`src/rtl/motoro3_sixstep_pwm.sv`:
```
// Six-step (trapezoidal) BLDC commutation sequencer with dead time between steps
// and a soft start that walks the step period toward the requested value.
module motoro3_sixstep_pwm #(
    parameter int unsigned FREQ_W    = 10,
    parameter int unsigned PRE_DIV   = 50,
    parameter int unsigned DEAD_CYC  = 4,
    parameter int unsigned START_PER = 1023
) (
    input  logic              clk,
    input  logic              nRst,
    input  logic              m3start,
    input  logic              m3invOrStop,
    input  logic [FREQ_W-1:0] m3freq,
    output logic              aH,
    output logic              aL,
    output logic              bH,
    output logic              bL,
    output logic              cH,
    output logic              cL,
    output logic [2:0]        step,
    output logic              running
);

    localparam int unsigned PreW  = (PRE_DIV > 1) ? $clog2(PRE_DIV) : 1;
    localparam int unsigned DeadW = (DEAD_CYC > 1) ? $clog2(DEAD_CYC) : 1;

    localparam logic [PreW-1:0]   PreLast  = PreW'(PRE_DIV - 1);
    localparam logic [DeadW-1:0]  DeadLast = DeadW'(DEAD_CYC - 1);
    localparam logic [FREQ_W-1:0] StartPer = FREQ_W'(START_PER);

    typedef enum logic [1:0] {
        StIdle,
        StDead,
        StDrive
    } state_e;

    state_e            state_q, state_d;
    logic [2:0]        step_q, step_d;
    logic              dir_q, dir_d;
    logic [FREQ_W-1:0] cur_per_q, cur_per_d;
    logic [PreW-1:0]   pre_q, pre_d;
    logic [FREQ_W-1:0] tmr_q, tmr_d;
    logic [DeadW-1:0]  dead_q, dead_d;
    logic              inv_q;
    logic [5:0]        gates_q, gates_d;
    logic              running_q, running_d;

    logic inv_rise;
    logic tick;
    logic boundary;

    // Gate vector order: {aH, aL, bH, bL, cH, cL}
    function automatic logic [5:0] gate_pattern(input logic [2:0] s);
        logic [5:0] g;
        case (s)
            3'd0:    g = 6'b100100;
            3'd1:    g = 6'b100001;
            3'd2:    g = 6'b001001;
            3'd3:    g = 6'b011000;
            3'd4:    g = 6'b010010;
            3'd5:    g = 6'b000110;
            default: g = 6'b000000;
        endcase
        return g;
    endfunction

    function automatic logic [2:0] next_step(input logic [2:0] s, input logic reverse);
        logic [2:0] n;
        if (!reverse) begin
            n = (s >= 3'd5) ? 3'd0 : s + 3'd1;
        end else begin
            n = (s == 3'd0) ? 3'd5 : s - 3'd1;
        end
        return n;
    endfunction

    assign inv_rise = m3invOrStop & ~inv_q;
    assign tick     = (state_q == StDrive) && (pre_q == PreLast);
    assign boundary = tick && (tmr_q == cur_per_q - FREQ_W'(1));

    always_comb begin
        state_d   = state_q;
        step_d    = step_q;
        dir_d     = dir_q;
        cur_per_d = cur_per_q;
        pre_d     = pre_q;
        tmr_d     = tmr_q;
        dead_d    = dead_q;

        case (state_q)
            StIdle: begin
                pre_d  = '0;
                tmr_d  = '0;
                dead_d = '0;
                if (m3start && (m3freq != '0)) begin
                    state_d   = StDead;
                    step_d    = 3'd0;
                    dir_d     = m3invOrStop;
                    cur_per_d = (m3freq > StartPer) ? m3freq : StartPer;
                end
            end
            StDead: begin
                if (inv_rise) begin
                    state_d = StIdle;
                    pre_d   = '0;
                    tmr_d   = '0;
                    dead_d  = '0;
                end else if (dead_q == DeadLast) begin
                    state_d = StDrive;
                    dead_d  = '0;
                end else begin
                    dead_d = dead_q + DeadW'(1);
                end
            end
            StDrive: begin
                if (inv_rise) begin
                    // Stop request wins over a coincident step boundary
                    state_d = StIdle;
                    pre_d   = '0;
                    tmr_d   = '0;
                end else begin
                    pre_d = tick ? '0 : pre_q + PreW'(1);
                    if (boundary) begin
                        tmr_d = '0;
                        if (m3freq == '0) begin
                            state_d = StIdle;
                        end else begin
                            state_d = StDead;
                            step_d  = next_step(step_q, dir_q);
                            if (cur_per_q > m3freq) begin
                                cur_per_d = cur_per_q - FREQ_W'(1);
                            end else if (cur_per_q < m3freq) begin
                                cur_per_d = cur_per_q + FREQ_W'(1);
                            end
                        end
                    end else if (tick) begin
                        tmr_d = tmr_q + FREQ_W'(1);
                    end
                end
            end
            default: begin
                state_d = StIdle;
                pre_d   = '0;
                tmr_d   = '0;
                dead_d  = '0;
            end
        endcase

        // Outputs are registered from next state so they line up with state_q
        gates_d   = (state_d == StDrive) ? gate_pattern(step_d) : 6'b000000;
        running_d = (state_d != StIdle);
    end

    always_ff @(posedge clk) begin
        if (!nRst) begin
            state_q   <= StIdle;
            step_q    <= 3'd0;
            dir_q     <= 1'b0;
            cur_per_q <= StartPer;
            pre_q     <= '0;
            tmr_q     <= '0;
            dead_q    <= '0;
            inv_q     <= 1'b1;
            gates_q   <= 6'b000000;
            running_q <= 1'b0;
        end else begin
            state_q   <= state_d;
            step_q    <= step_d;
            dir_q     <= dir_d;
            cur_per_q <= cur_per_d;
            pre_q     <= pre_d;
            tmr_q     <= tmr_d;
            dead_q    <= dead_d;
            inv_q     <= m3invOrStop;
            gates_q   <= gates_d;
            running_q <= running_d;
        end
    end

    assign {aH, aL, bH, bL, cH, cL} = gates_q;
    assign step    = step_q;
    assign running = running_q;

endmodule

```
`config.mk`:
```
export PLATFORM = sky130hd
export DESIGN_NAME = motoro3_sixstep_pwm
export DESIGN_NICKNAME = d
export VERILOG_FILES = /design/src/rtl/motoro3_sixstep_pwm.sv
export SDC_FILE = /design/constraint.sdc
export NUM_CORES = 1
export LEC_CHECK = 0
export BUFFER_PORTS_ARGS = -buffer_cell sky130_fd_sc_hd__buf_2
export CAP_MARGIN = 5
export CORE_UTILIZATION = 40
export CTS_CLUSTER_SIZE = 12
export DETAILED_ROUTE_END_ITERATION = 6
export GPL_TIMING_DRIVEN = 0
export PLACE_DENSITY = 0.54
export SLEW_MARGIN = 20
export SYNTH_ARGS = -nofsm -noshare
export SYNTH_HDL_FRONTEND = slang
export SYNTH_SLANG_ARGS = --single-unit
export TNS_END_PERCENT = 50
```
`constraint.sdc`:
```
create_clock -name clk -period 8.1 [get_ports clk]
set_clock_uncertainty 0.05 [all_clocks]
set_input_delay 1.62 -clock clk [delete_from_list [all_inputs] [get_ports clk]]
set_output_delay 1.62 -clock clk [all_outputs]
set_load 0.005 [all_outputs]
```
# [After elaboration in Yosys (flattened, before gate mapping)]
# Cells that the tools add are included.
[word_totals] ramBits=0 register_bits=42 output_inout_bits=10 latchBits=0 rom_bits=0 elab_cells=91 memories=0
[op_classes] n_div=0 n_mux=36 n_eq_ne=18 reduce_logical=14 n_lt_le_gt_ge=4 shifts=0 addsub=7 multipliers=0 n_bitwise=2
[op_table] operator="10-bit 2-to-1 mux" count=11
[op_table] operator="10-bit one-hot mux with 2 select lines" count=2
[op_table] operator="6-bit one-hot mux with 6 select lines" count=1
[op_table] operator="3-bit 2-to-1 mux" count=7
[op_table] operator="10-bit by 1-bit adder with 10-bit output, second input constant" count=2
[op_table] operator="6-bit 2-to-1 mux" count=3
[op_table] operator="2-bit 2-to-1 mux" count=7
[op_table] operator="6-bit one-hot mux with 2 select lines" count=1
[op_table] operator="10-bit == test" count=1
[op_table] operator="10-bit greater-than comparator" count=1
[op_table] operator="10-bit greater-than comparator, second input constant" count=1
[op_table] operator="10-bit zero test" count=1
[op_table] operator="10-bit < comparator" count=1
[op_table] operator="2-bit != test, second input constant" count=5
[op_table] operator="10-bit nonzero test" count=1
[op_table] operator="10-bit by 1-bit subtractor with 10-bit output, second input constant" count=1
[op_table] operator="6-bit by 1-bit adder with 6-bit output, second input constant" count=1
[op_table] operator="2-bit == test, second input constant" count=3
[op_table] operator="3-bit by 2-bit == test with 1-bit output, second input constant" count=2
[op_table] operator="3-bit == test, second input constant" count=2
[op_table] operator="6-bit == test, second input constant" count=1
[op_table] operator="3-bit zero test" count=2
[op_table] operator="2-bit one-hot mux with 3 select lines" count=1
[op_table] operator="3-bit one-hot mux with 2 select lines" count=1
[op_table] operator="17 further kinds" count=22

# [Logic depth before layout (Yosys ltp)]
[depth] ltp_word=9 ltp_mapped=12 ltp_nobuf=12

# [Worst setup path after synthesis]
# No wires, ideal clock.
[synth_path] path_kind="input to register" start="input port m3freq[3]" end="register cur_per_q[9]" setup_ns=0.064 t_arrival_ns=3.559 slack_ns=4.426 cell_stages=11 n_path_buf=0 path_cell_list="inv_1 ha_1 a21o_1 a21o_1 a21oi_1 o211ai_1 nand2_1 nand3_1 o31a_1 or3_1 nand4_1"
[synth_between] elab_chain_cells=6 word_cells_on_any_way=17 cone_classes="order compare (3); eq/ne (3); mux (7); reduce/logical (4)"
[synth_lines] element="start, declared" line="13" text="input logic [FREQ_W-1:0] m3freq,"
[synth_lines] element="10-bit greater-than comparator" line="130" text="if (cur_per_q > m3freq) begin"
[synth_lines] element="10-bit 2-to-1 mux" line="130"
[synth_lines] element="10-bit 2-to-1 mux" line="125" text="if (m3freq == '0) begin"
[synth_lines] element="10-bit 2-to-1 mux" line="123" text="if (boundary) begin"
[synth_lines] element="10-bit 2-to-1 mux" line="116" text="if (inv_rise) begin"
[synth_lines] element="10-bit one-hot mux with 2 select lines" line="90" text="case (state_q)"
[synth_lines] element="end signal, assigned" line="159" text="cur_per_q <= StartPer;"
[synth_lines] element="end signal, assigned" line="170" text="cur_per_q <= cur_per_d;"
[synth_lines] element="end, declared" line="40" text="logic [FREQ_W-1:0] cur_per_q, cur_per_d;"
# Parallel ways exist; a longest one is shown, timed or not. The select of a mux whose other input is x is not followed.
# A chain may end at the register's enable or synchronous reset.

# [Final worst setup path]
# Ends and elaborated chain as after synthesis.

==> summary.json <==
{
  "synth_top_flop_cell": {"value": "sky130_fd_sc_hd__dfxtp_1"},
  "post-route-drc-count": {"value": 0},
  "seq_power_share": {"value": 0.509},
  "synth.net_count": {"value": 394},
  "clockBufferDepth": {"value": 2},
  "crit_buf_inv": {"value": 2},
  "num-nets-final": {"value": 424},
  "worst_ep_required_time": {"value": 8.28, "unit": "ns"},
  "grt_first_pass_wirelength": {"value": 11.9, "unit": "mm"},
  "worstPathCellList": {"value": "buf_2, inv_1, ha_1, a21o_1, a21o_1, a21oi_1, o211ai_1, nand2_1, nand3_1, o31a_1, or3_1, nand4_1"},
  "status": {"value": "finished clean"},
  "globalRouteTotalUtil": {"value": 0.205},
  "cts-buffers-inserted": {"value": 5},
  "slew_viol_final": {"value": 0},
  "worstPathArrival": {"value": 3.97, "unit": "ns"},
  "max_transition_margin": {"value": 0.344},
  "timing.critical_path.slowest_cell_delay": {"value": 0.37, "unit": "ns"},
  "netlist_instances": {"value": 360},
  "startpoint": {"value": "m3freq[3]"},
  "detail_route.iter0.violations": {"value": 97},
  "cts.sink_count": {"value": 42},
  "pwr_density_cell": {"value": 133, "unit": "nW/um2"},
  "vdd.ir_drop.worst": {"value": 66.5, "unit": "uV"},
  "worst_slew_pin_tran": {"value": 0.982, "unit": "ns"},
  "setup_repair_after_global_routing_missed_its_margin": {"value": "false"},
  "grt_overflow": {"value": 0},
  "min_period_over_period": {"value": 0.468},
  "total_leakage_power": {"value": 1.29, "unit": "nW"},
  "setup_total_negative_slack": {"value": 0, "unit": "ns"},
  "mostFrequentLayoutCells": {"value": "42 x sky130_fd_sc_hd__dfxtp_1, 41 x sky130_fd_sc_hd__nor2_1, 30 x sky130_fd_sc_hd__nand2_1"},
  "hp-start": {"value": "dir_q"},
  "r2r_start": {"value": "cur_per_q[0]"},
  "fp.coreArea": {"value": 6530, "unit": "um2"},
  "placement.setup.worst_slack": {"value": 4.03, "unit": "ns"},
  "hold_path_class": {"value": "reg2reg"},
  "post-cts-setup-buffer-count": {"value": 0},
  "vias_in_the_first_global_route": {"value": 2544},
  "die_h": {"value": 85.2, "unit": "um"},
  "drv_cap": {"value": 0},
  "route.final.wire_length": {"value": 6.79, "unit": "mm"},
  "timing.fmax": {"value": 264, "unit": "MHz"},
  "detailroute.via_count": {"value": 2559},
  "fillers": {"value": 670},
  "floorplan.io_pins": {"value": 24},
  "ys_types": {"value": 46},
  "post_place_instance_area": {"value": 2980, "unit": "um2"},
  "postRouteAntennaNets": {"value": 0},
  "ys_seq_elements": {"value": 42},
  "post_cts_resize_count": {"value": 0},
  "period_minus_slack": {"value": 3.79, "unit": "ns"},
  "die_width": {"value": 85.2, "unit": "um"},
  "number_of_flops_mapped_to_enable_cells_by_yosys": {"value": 0},
  "final_hpwl_dp": {"value": 5.25, "unit": "mm"},
  "cts_htree_levels": {"value": 2},
  "internal_power": {"value": 313, "unit": "uW"},
  "grt_max_degree": {"value": 14},
  "design.die.area": {"value": 7260, "unit": "um2"},
  "clk-insertion-delay-late": {"value": 0.30, "unit": "ns"},
  "total_switching_power": {"value": 99.3, "unit": "uW"},
  "ys_warn_count": {"value": 0},
  "kind_of_critical_path": {"value": "in2reg"},
  "clk_pin_slew": {"value": 0.09, "unit": "ns"},
  "routed_via_density": {"value": 5.47},
  "post_drt_wl_per_cell": {"value": 14.5, "unit": "um"},
  "port-buffer-count": {"value": 23},
  "cp_common_cell": {"value": "sky130_fd_sc_hd__a21o_1"},
  "num_rows": {"value": 29},
  "drt_pass1_iterations": {"value": 4},
  "setup_viol": {"value": 0},
  "crit_path_max_fanout": {"value": 9},
  "cp_slowest_cell": {"value": "sky130_fd_sc_hd__nand2_1"},
  "mappedNetlistArea": {"value": 2770, "unit": "um2"},
  "final_util": {"value": 0.473},
  "synth_seq_area_share": {"value": 0.304},
  "most_common_cell_after_layout_fill_and_taps_aside": {"value": "sky130_fd_sc_hd__dfxtp_1"},
  "post_synth.cell_area_avg": {"value": 7.69, "unit": "um2"},
  "sw_frac_of_total": {"value": 0.241},
  "finalWeightedCongestion": {"value": 0.857},
  "netlist_top_cells_area": {"value": "sky130_fd_sc_hd__dfxtp_1 30%, sky130_fd_sc_hd__ha_1 9.0%, sky130_fd_sc_hd__nor2_1 5.6%"},
  "final_hold_viol_count": {"value": 0},
  "startpoint_type": {"value": "input pin"},
  "ctsHoldBuffers": {"value": 0},
  "cts_root_buf": {"value": "sky130_fd_sc_hd__clkbuf_8"},
  "timing.critical_path.max_delay_family": {"value": "simple AND/OR/NAND/NOR gates"},
  "cts_tree": {"value": "built"},
  "worstSetupEndpointType": {"value": "register"},
  "final_worst_slack": {"value": 4.31, "unit": "ns"},
  "clockPowerShare": {"value": 0.413},
  "n_antenna_cell": {"value": 0},
  "synth_top_area_cell": {"value": "sky130_fd_sc_hd__dfxtp_1"},
  "initial_utilization": {"value": 0.424},
  "comb_power_share": {"value": 0.077},
  "synthArstFlopShare": {"value": 0},
  "synthDominantCellAreaShare": {"value": 0.304},
  "grt_antenna_before_repair": {"value": 0},
  "syn_to_final_growth": {"value": 11.6, "unit": "%"},
  "fraction_of_final_layout_cells_with_drive_strength_greater_than_1": {"value": 0.107},
  "postLayoutCellArea": {"value": 3090, "unit": "um2"}
}
==> worst register-to-register path, delay by kind of cell, from the launching register on <==
kind | cells | cell delay [ns]
simple gates | 4 | 1.26
compound gates | 5 | 0.88
buf+inv | 2 | 0.59
fa+ha+maj | 1 | 0.31
flops | 1 | 0.39
==> synth_stat cells, drive strengths merged (3+ instances only) <==
cell type,n
nand2b,5
a21oi,21
nor3b,4
o211ai,4
ha,20
clkbuf,8
a31oi,3
buf,3
nand3b,3
or3,7
xor2,13
nor2,41
and2,4
mux2i,7
nand2,30
and3,8
nor4,9
a21o,4
inv,26
nand3,17
nand4,12
nor3,14
xnor2,7
o21ai,22
dfxtp,42
nor2b,5
==> worst paths after layout <==
| path | endpoint | cells after the start | slack, ns |
|---|---|---|---|
| worst min register to register | dir_q | 2 | 0.45 |
| worst min-delay path | dir_q | 2 | 0.45 |
| worst max-delay path | cur_per_q[9] | 12 | 4.31 |
| worst max register to register | cur_per_q[8] | 12 | 4.51 |
==> layer usage <==
layer	vias to the layer above	share of wire	track usage
met1	1178	0.48	0.262
li1	1330	-	-
met3	9	0.038	0.0321
met2	42	0.48	0.360
met4	0	0.0094	0.0493
met5	-	0	0
==> cells by family (layout without fill, tap and decap cells) <==
logic type | after synthesis | after routing | synth area share
xor gates and xnor gates | 20 | 20 | 0.0633
and+or+nand+nor | 166 | 166 | 0.310
DFF | 42 | 42 | 0.304
AOI/OAI and AO/OA | 67 | 67 | 0.150
buffers and inverters | 37 | 68 | 0.0538
adders and majority gates | 20 | 20 | 0.0904
muxes | 8 | 8 | 0.0294
==> registers in the layout (all words and copies together) (netlist names) <==
name / cells
tmr_q: 10
inv_q: 1
dead_q: 2
running: 1
state_q: 2
gates_q: 6
dir_q: 1
cur_per_q: 10
step: 3
pre_q: 6
==> power by group through the flow <==
stage | clock network, mW | logic (mW) | registers [mW]
after floorplan | 0 | 0.0209 | 0.215
after global placement | 0 | 0.0315 | 0.215
after detailed placement | 0 | 0.0317 | 0.215
after CTS | 0.176 | 0.0320 | 0.210
after global routing | 0.184 | 0.0370 | 0.210
final | 0.170 | 0.0318 | 0.210
==> stage by stage <==
| step | hold slack [ns] | power [mW] | cells |
|---|---|---|---|
| 2_1_floorplan | 0.400 | 0.236 | 360 |
| 3_3_place_gp | 0.419 | 0.246 | 460 |
| 6_report | 0.445 | 0.412 | 468 |
| 5_1_grt | 0.474 | 0.431 | 468 |
| 3_5_place_dp | 0.426 | 0.247 | 460 |
| 4_1_cts | 0.446 | 0.418 | 468 |
==> area by class of cell <==
class / count / area, um2 / area share
Clock buffer: 6 / 72.6 / 0.0235
Sequential cell: 42 / 841 / 0.272
Inverter: 26 / 97.6 / 0.0316
Buffer: 11 / 51.3 / 0.0166
Multi-Input combinational cell: 281 / 1780 / 0.576
Tap cell: 77 / 96.3 / 0.0312
Timing Repair Buffer: 23 / 115 / 0.0372
Clock inverter: 2 / 37.5 / 0.0121
Power figures use the tool's default switching activity.
